--- config.mk ---
export PLATFORM = sky130hd
export DESIGN_NAME = rr_decode_arbiter_flat
export DESIGN_NICKNAME = d
export VERILOG_FILES = /design/src/rtl/rr_decode_arbiter_if.sv /design/src/rtl/rr_decode_arbiter.sv /design/src/flat_wrapper.sv
export SDC_FILE = /design/constraint.sdc
export NUM_CORES = 1
export LEC_CHECK = 0
export CAP_MARGIN = 20
export CORE_AREA = 2 2 39 41
export DETAILED_ROUTE_END_ITERATION = 8
export DIE_AREA = 0 0 41 43
export PLACE_DENSITY = 0.71
export SLEW_MARGIN = 20
export SYNTH_ARGS = -nofsm -noshare
export SYNTH_HDL_FRONTEND = slang
export SYNTH_SLANG_ARGS = --single-unit
--- constraint.sdc ---
create_clock -name clk -period 2 [get_ports clk]
set_input_delay 0.4 -clock clk [delete_from_list [all_inputs] [get_ports clk]]
set_output_delay 0.4 -clock clk [all_outputs]
set_load 0.05 [all_outputs]
--- src/rtl/rr_decode_arbiter_if.sv ---
// rr_decode_arbiter_if: request/release and grant signals between requesters and rr_decode_arbiter
interface rr_decode_arbiter_if;
  logic [3:0] req;
  logic       done;
  logic [3:0] gnt;
  logic [1:0] gnt_idx;
  logic       gnt_valid;
  logic       timeout;
  modport master (output req, done, input gnt, gnt_idx, gnt_valid, timeout);
  modport slave  (input req, done, output gnt, gnt_idx, gnt_valid, timeout);
endinterface

--- src/rtl/rr_decode_arbiter.sv ---
// rr_decode_arbiter: 4-way round-robin arbiter, registered owner index decoded to a one-hot grant; define ARB_TIMEOUT_EN to force-release grants after HOLD_MAX cycles
module rr_decode_arbiter #(
  parameter int HOLD_MAX = 16,
  parameter int CNT_W    = 8
) (
  input logic                clk,
  input logic                rst,
  rr_decode_arbiter_if.slave bus
);
  typedef enum logic {IDLE, GRANT} state_t;
  state_t     state, state_n;
  logic [1:0] ptr, ptr_n, idx, idx_n, win;
  logic [3:0] gnt, gnt_n;
  logic       valid, valid_n, rel, force_rel;
  if (HOLD_MAX < 2 || HOLD_MAX > 255 || (2 ** CNT_W) <= HOLD_MAX) begin : g_bad_cfg
    $error("rr_decode_arbiter: illegal HOLD_MAX/CNT_W combination");
  end
  assign rel = bus.done || !bus.req[idx];
  // scan from ptr+1 upward; the previous owner (ptr itself) is checked last
  always_comb begin
    win = ptr;
    for (int k = 4; k >= 1; k--) win = bus.req[ptr + 2'(k)] ? ptr + 2'(k) : win;
  end
`ifdef ARB_TIMEOUT_EN
  logic [CNT_W-1:0] cnt;
  logic             timeout;
  assign force_rel   = cnt == CNT_W'(HOLD_MAX - 1);
  assign bus.timeout = timeout;
  // hold counter restarts each grant; timeout flags a forced release not masked by a normal one
  always_ff @(posedge clk or posedge rst) begin
    if (rst) begin
      cnt     <= '0;
      timeout <= 1'b0;
    end else begin
      cnt     <= state == GRANT ? cnt + 1'b1 : '0;
      timeout <= state == GRANT && force_rel && !rel;
    end
  end
`else
  assign force_rel   = 1'b0;
  assign bus.timeout = 1'b0;
`endif
  // state and registered outputs
  always_ff @(posedge clk or posedge rst) begin
    if (rst) begin
      state <= IDLE;
      ptr   <= 2'b11;
      idx   <= '0;
      gnt   <= '0;
      valid <= 1'b0;
    end else begin
      state <= state_n;
      ptr   <= ptr_n;
      idx   <= idx_n;
      gnt   <= gnt_n;
      valid <= valid_n;
    end
  end
  // grant on any request from IDLE; release on done, owner drop or hold limit
  always_comb state_n = state == IDLE ? (|bus.req ? GRANT : IDLE) : (rel || force_rel ? IDLE : GRANT);
  // next register values: decode winner on grant, clear grant and rotate pointer on release
  always_comb begin
    ptr_n   = ptr;
    idx_n   = idx;
    gnt_n   = gnt;
    valid_n = valid;
    if (state == IDLE && state_n == GRANT) begin
      idx_n   = win;
      gnt_n   = 4'b0001 << win;
      valid_n = 1'b1;
    end
    if (state == GRANT && state_n == IDLE) begin
      ptr_n   = idx;
      gnt_n   = '0;
      valid_n = 1'b0;
    end
  end
  assign bus.gnt       = gnt;
  assign bus.gnt_idx   = idx;
  assign bus.gnt_valid = valid;
endmodule
--- src/flat_wrapper.sv ---
// flat-port wrapper written by rule: the top's interface ports become plain ports
module rr_decode_arbiter_flat 
#(
  parameter int HOLD_MAX = 16,
  parameter int CNT_W    = 8
)
  (clk, rst, bus_req, bus_done, bus_gnt, bus_gnt_idx, bus_gnt_valid, bus_timeout);
  rr_decode_arbiter_if bus_i ();
  input logic clk;
  input logic rst;
  input wire logic [$bits(bus_i.req)-1:0] bus_req;
  input wire logic [$bits(bus_i.done)-1:0] bus_done;
  output wire logic [$bits(bus_i.gnt)-1:0] bus_gnt;
  output wire logic [$bits(bus_i.gnt_idx)-1:0] bus_gnt_idx;
  output wire logic [$bits(bus_i.gnt_valid)-1:0] bus_gnt_valid;
  output wire logic [$bits(bus_i.timeout)-1:0] bus_timeout;
  assign bus_i.req = bus_req;
  assign bus_i.done = bus_done;
  assign bus_gnt = bus_i.gnt;
  assign bus_gnt_idx = bus_i.gnt_idx;
  assign bus_gnt_valid = bus_i.gnt_valid;
  assign bus_timeout = bus_i.timeout;
  rr_decode_arbiter #(.HOLD_MAX(HOLD_MAX), .CNT_W(CNT_W)) u_core (.clk(clk), .rst(rst), .bus(bus_i));
endmodule
After elaboration in Yosys (flattened, before gate mapping)
Index checks and enable logic that the tools add are counted.
{ "totals": {"regBits": 10, "input_bits": 7} }
{ "classes": {"n_addsub": 3, "magnitude_cmp": 4, "shift": 1, "mux": 18, "n_bitwise": 2, "reduce_logical": 6} }
{ "op_table": {"columns": ["cell", "n"], "rows": [
  ["2-bit by 3-bit less-than comparator with 1-bit output (second input constant)", 4],
  ["1-bit 2-to-1 mux", 9],
  ["1-bit binary-select mux with 2-bit select", 4],
  ["4-bit 2-to-1 mux", 2],
  ["2-bit 2-to-1 mux", 3],
  ["2-bit adder (second input constant)", 2],
  ["4-bit OR reduction", 1],
  ["1-bit by 2-bit << shifter with 4-bit output (first input constant)", 1],
  ["2-bit by 1-bit adder with 2-bit output (second input constant)", 1],
  ["1-bit logical AND", 2],
  ["1-bit inverter", 2],
  ["2-bit nonzero test", 1],
  ["1-bit zero test", 1],
  ["1-bit logical OR", 1]
]} }

Longest topological paths before layout
{ "logic_depth": {"word_depth": 9, "depth_mapped": 4, "ltp_nobuf": 4} }

Least setup slack after synthesis
OpenSTA, ideal clock, no wires.
{ "synth_timing": {"path_type": "register to register", "startpoint": "register u_core.idx[1] (netlist: u_core.bus.gnt_idx[1])", "endpoint": "register u_core.ptr[0]", "arrival_ns": 1.609, "slack_ns": 0.306, "stages_incl_launch_ff": 4, "n_path_buf": 0, "synth_period_minus_slack_ns": 1.694, "cell_sequence": "dfrtp_1 -> or3b_1 -> o221ai_2 -> mux2_1"} }
{ "synth_via": {"elab_chain_cells": 8} }
{ "synth_lines": {"columns": ["item", "line", "source"], "rows": [
  ["from (decl)", "rr_decode_arbiter.sv:12", "logic [1:0] ptr, ptr_n, idx, idx_n, win;"],
  ["from (signal assigned)", "rr_decode_arbiter.sv:54", "idx <= idx_n;"],
  ["1-bit binary-select mux with 2-bit select", "rr_decode_arbiter.sv:18", "assign rel = bus.done || !bus.req[idx];"],
  ["1-bit 2-to-1 mux (implied by the code)", "rr_decode_arbiter.sv:18", null],
  ["1-bit zero test", "rr_decode_arbiter.sv:18", null],
  ["1-bit logical OR", "rr_decode_arbiter.sv:18", null],
  ["1-bit 2-to-1 mux (2 in a row)", "rr_decode_arbiter.sv:60", "always_comb state_n = state == IDLE ? (|bus.req ? GRANT : IDLE) : (rel || force_rel ? IDLE : GRANT);"],
  ["1-bit inverter", "rr_decode_arbiter.sv:72", "if (state == GRANT && state_n == IDLE) begin"],
  ["1-bit logical AND", "rr_decode_arbiter.sv:72", null],
  ["to (signal assigned)", "rr_decode_arbiter.sv:53", "ptr <= ptr_n;"],
  ["to (decl)", "rr_decode_arbiter.sv:12", null]
]} }
Every way passes these cells. The select of a mux whose other input is x is not followed.
A chain may end at the register's enable or synchronous reset.

Worst setup path in the final report
{ "layout_timing": {"startpoint": "register u_core.idx[1] (netlist: u_core.bus.gnt_idx[1])", "endpoint": "output bus_gnt_idx[1]"} }
{ "layout_rtl": {"columns": ["item", "line", "source"], "rows": [
  ["to (decl)", "flat_wrapper.sv:14", "output wire logic [$bits(bus_i.gnt_idx)-1:0] bus_gnt_idx;"]
]} }
No word-level cell between the ends.

==> impl_metrics.tcl <==
set metrics [dict create \
    status "completed" \
    yosys-top-cells-area "dfrtp_1 38%, dfstp_2 10%, a32o_2 4.3%" \
    hold_violations 0 \
    min_period_ns 1.89 \
    synth_compound_area_frac 0.258 \
    drc_errors 0 \
    drive_gt1_frac 0.197 \
    fillers 138 \
    hold_buffers 0 \
    cts.sinks 10 \
    dieArea_um2 1760 \
    grt_pass1_wl_um 1790 \
    synthAdderAreaFrac 0 \
    yosysTopAreaCell "dfrtp_1" \
    slew_violations 0 \
    synthArstFlopShare 1.00 \
    ir_worst_vdd_v 0.000898 \
    cp.required_ns 1.60 \
    fin_skew_ns 0.00627 \
    final_nets 74 \
    synth_top_area_share 0.379 \
    grt_max_degree 11 \
    insertion_delay_ns 0.27 \
    port_buffers 13 \
    setup_tns_ns 0 \
    cts_resized 0 \
    synthXorXnorAreaFrac 0 \
    post_cts_buffers 0 \
    synth_top_family_by_area "compound AO/OA/AOI/OAI gates" \
    cp_data_arrival_time_ns 1.49 \
    path_cells "clkdlybuf4s50_1" \
    cts-buffers-inserted 3 \
    track_usage 0.150 \
    layout_commonest_cell "clkdlybuf4s50_1" \
    fmax_mhz 530 \
    setup.worst_path.end_class "output pin" \
    timing.critical_path.buf_inv 1 \
    wl_um 1110 \
    relSlewSlack 0.667 \
    critPathMaxFanout 5 \
    routedWlPerCell_um 13.6 \
    p_per_area_nw_per_um2 1750 \
    synth_seq_cells 10 \
    ys_types 25 \
    multiInputGateArea_um2 260 \
    grt.overflow.total 0 \
    fin_crit_sh 0.943 \
    synth_warnings 0 \
    fp.coreArea_um2 1380 \
    ys_seq_area_frac 0.479 \
    area_growth_pct 34.8 \
    pin_count 15 \
    synth.area.mux_share 0.0806 \
    cp_top_family "buffers and inverters" \
    die_y_um 43 \
    synthSimpleGateAreaFrac 0.147 \
    maxCapViolCount 0 \
    hold_path.class "input pin to asynchronous set/reset pin" \
    cts.clk_slew.worst_paths_ns 0.07 \
    viasPerCell 5.27 \
    cp-start-kind "flip-flop" \
    clockBufferDepth 2 \
    cts-root-buf "clkbuf_4" \
    worstSetupPathType "flip-flop to output pin" \
    worstMarginPinSlew_ns 0.498 \
    drtIter0Drc 5 \
    detail-route-antenna-nets 0 \
    diodes 0 \
    rsz0062_at_grt "false" \
    synth_nets 56 \
    die_w_um 41 \
    grt_pass1_vias 449 \
    synth_area_um2 528 \
    final_cell_mix "12 x clkdlybuf4s50_1, 8 x dfrtp_1, 4 x nor2_1, 4 x o21ai_0" \
    ys.flop_type "dfrtp_1" \
    rows 14 \
    start_util 0.382 \
    slowest_delay_ns 0.82 \
    syn_inst 49 \
    crit_slowest_cell "clkdlybuf4s50_1" \
    synth_edf_count 0 \
    firstDrtPassIters 2 \
    grt_antenna_before_repair 0 \
    gp_congestion 0.752 \
    cts_tree "built" \
    post-route-util 0.514 \
    ctsHtreeMaxLevel 1 \
    regArea_um2 253 \
    p_leak_nw 0.314 \
    syn_avg_cell_area_um2 10.8 \
    vias 432 \
    setup_viol 0 \
]
## cell usage after synthesis, drive strengths merged (3+ instances only)
master  n
dfrtp   8
nor2    4
o21ai   4
a21oi   3
## area by class of cell
type | instances | share of cell area
Sequential cell | 10 | 0.355
Multi-Input combinational cell | 36 | 0.366
Inverter | 2 | 0.0105
Timing Repair Buffer | 14 | 0.190
Clock buffer | 4 | 0.0510
Tap cell | 16 | 0.0281
## metrics by stage
stage          cells  total power [W]  hold slack (ns)  setup WS (ns)  area, um2
2_1_floorplan     49         0.000860            0.239          0.306        528
3_3_place_gp      78          0.00106            0.487         0.0994        676
3_5_place_dp      78          0.00107            0.488         0.0596        676
4_1_cts           82          0.00126            0.397         0.0985        712
5_1_grt           82          0.00132            0.455         0.0547        712
6_report          82          0.00125            0.399          0.113        712
## sequential cells by signal, indices dropped and copies added (netlist names)
name                  cells
u_core.bus.gnt            4
u_core.bus.gnt_idx        2
u_core.ptr                2
u_core.bus.gnt_valid      1
u_core.state              1
## report_power, final
group          internal (W)  switching [W]
combinational      0.000265       0.000403
clock              0.000111      0.0000711
sequential         0.000309      0.0000893
## path summary, 6_finish.rpt
check / start / endpoint / slack [ns] / depth (start not counted)
min in group clk: u_core.bus.gnt[0]$_DFFE_PP0P_ / u_core.bus.gnt[0]$_DFFE_PP0P_ / 0.51 / 1
setup / recovery: u_core.bus.gnt_idx[1]$_DFFE_PP0P_ / bus_gnt_idx[1] / 0.11 / 1
max in group asynchronous: rst / u_core.ptr[1]$_DFFE_PP1P_ / 1.29 / 2
setup reg to reg: u_core.bus.gnt_idx[1]$_DFFE_PP0P_ / u_core.ptr[1]$_DFFE_PP1P_ / 0.45 / 3
hold reg to reg: u_core.bus.gnt[0]$_DFFE_PP0P_ / u_core.bus.gnt[0]$_DFFE_PP0P_ / 0.51 / 1
hold / removal: rst / u_core.bus.gnt_valid$_DFFE_PP0P_ / 0.40 / 2
## metal layers
layer | vias to the layer above | share of wire | global-route usage
met4 | 0 | 0.027 | 0.100
met3 | 4 | 0.044 | 0.0157
li1 | 214 | - | -
met2 | 12 | 0.45 | 0.225
met5 | - | 0 | 0
met1 | 202 | 0.48 | 0.192
## cells by family after synthesis
group,Yosys count
DFF,10
muxes,4
buffers and inverters,3
other,1
AOI/OAI and AO/OA,18
and+or+nand+nor,13
No activity file was read; power rests on OpenSTA's default activity.
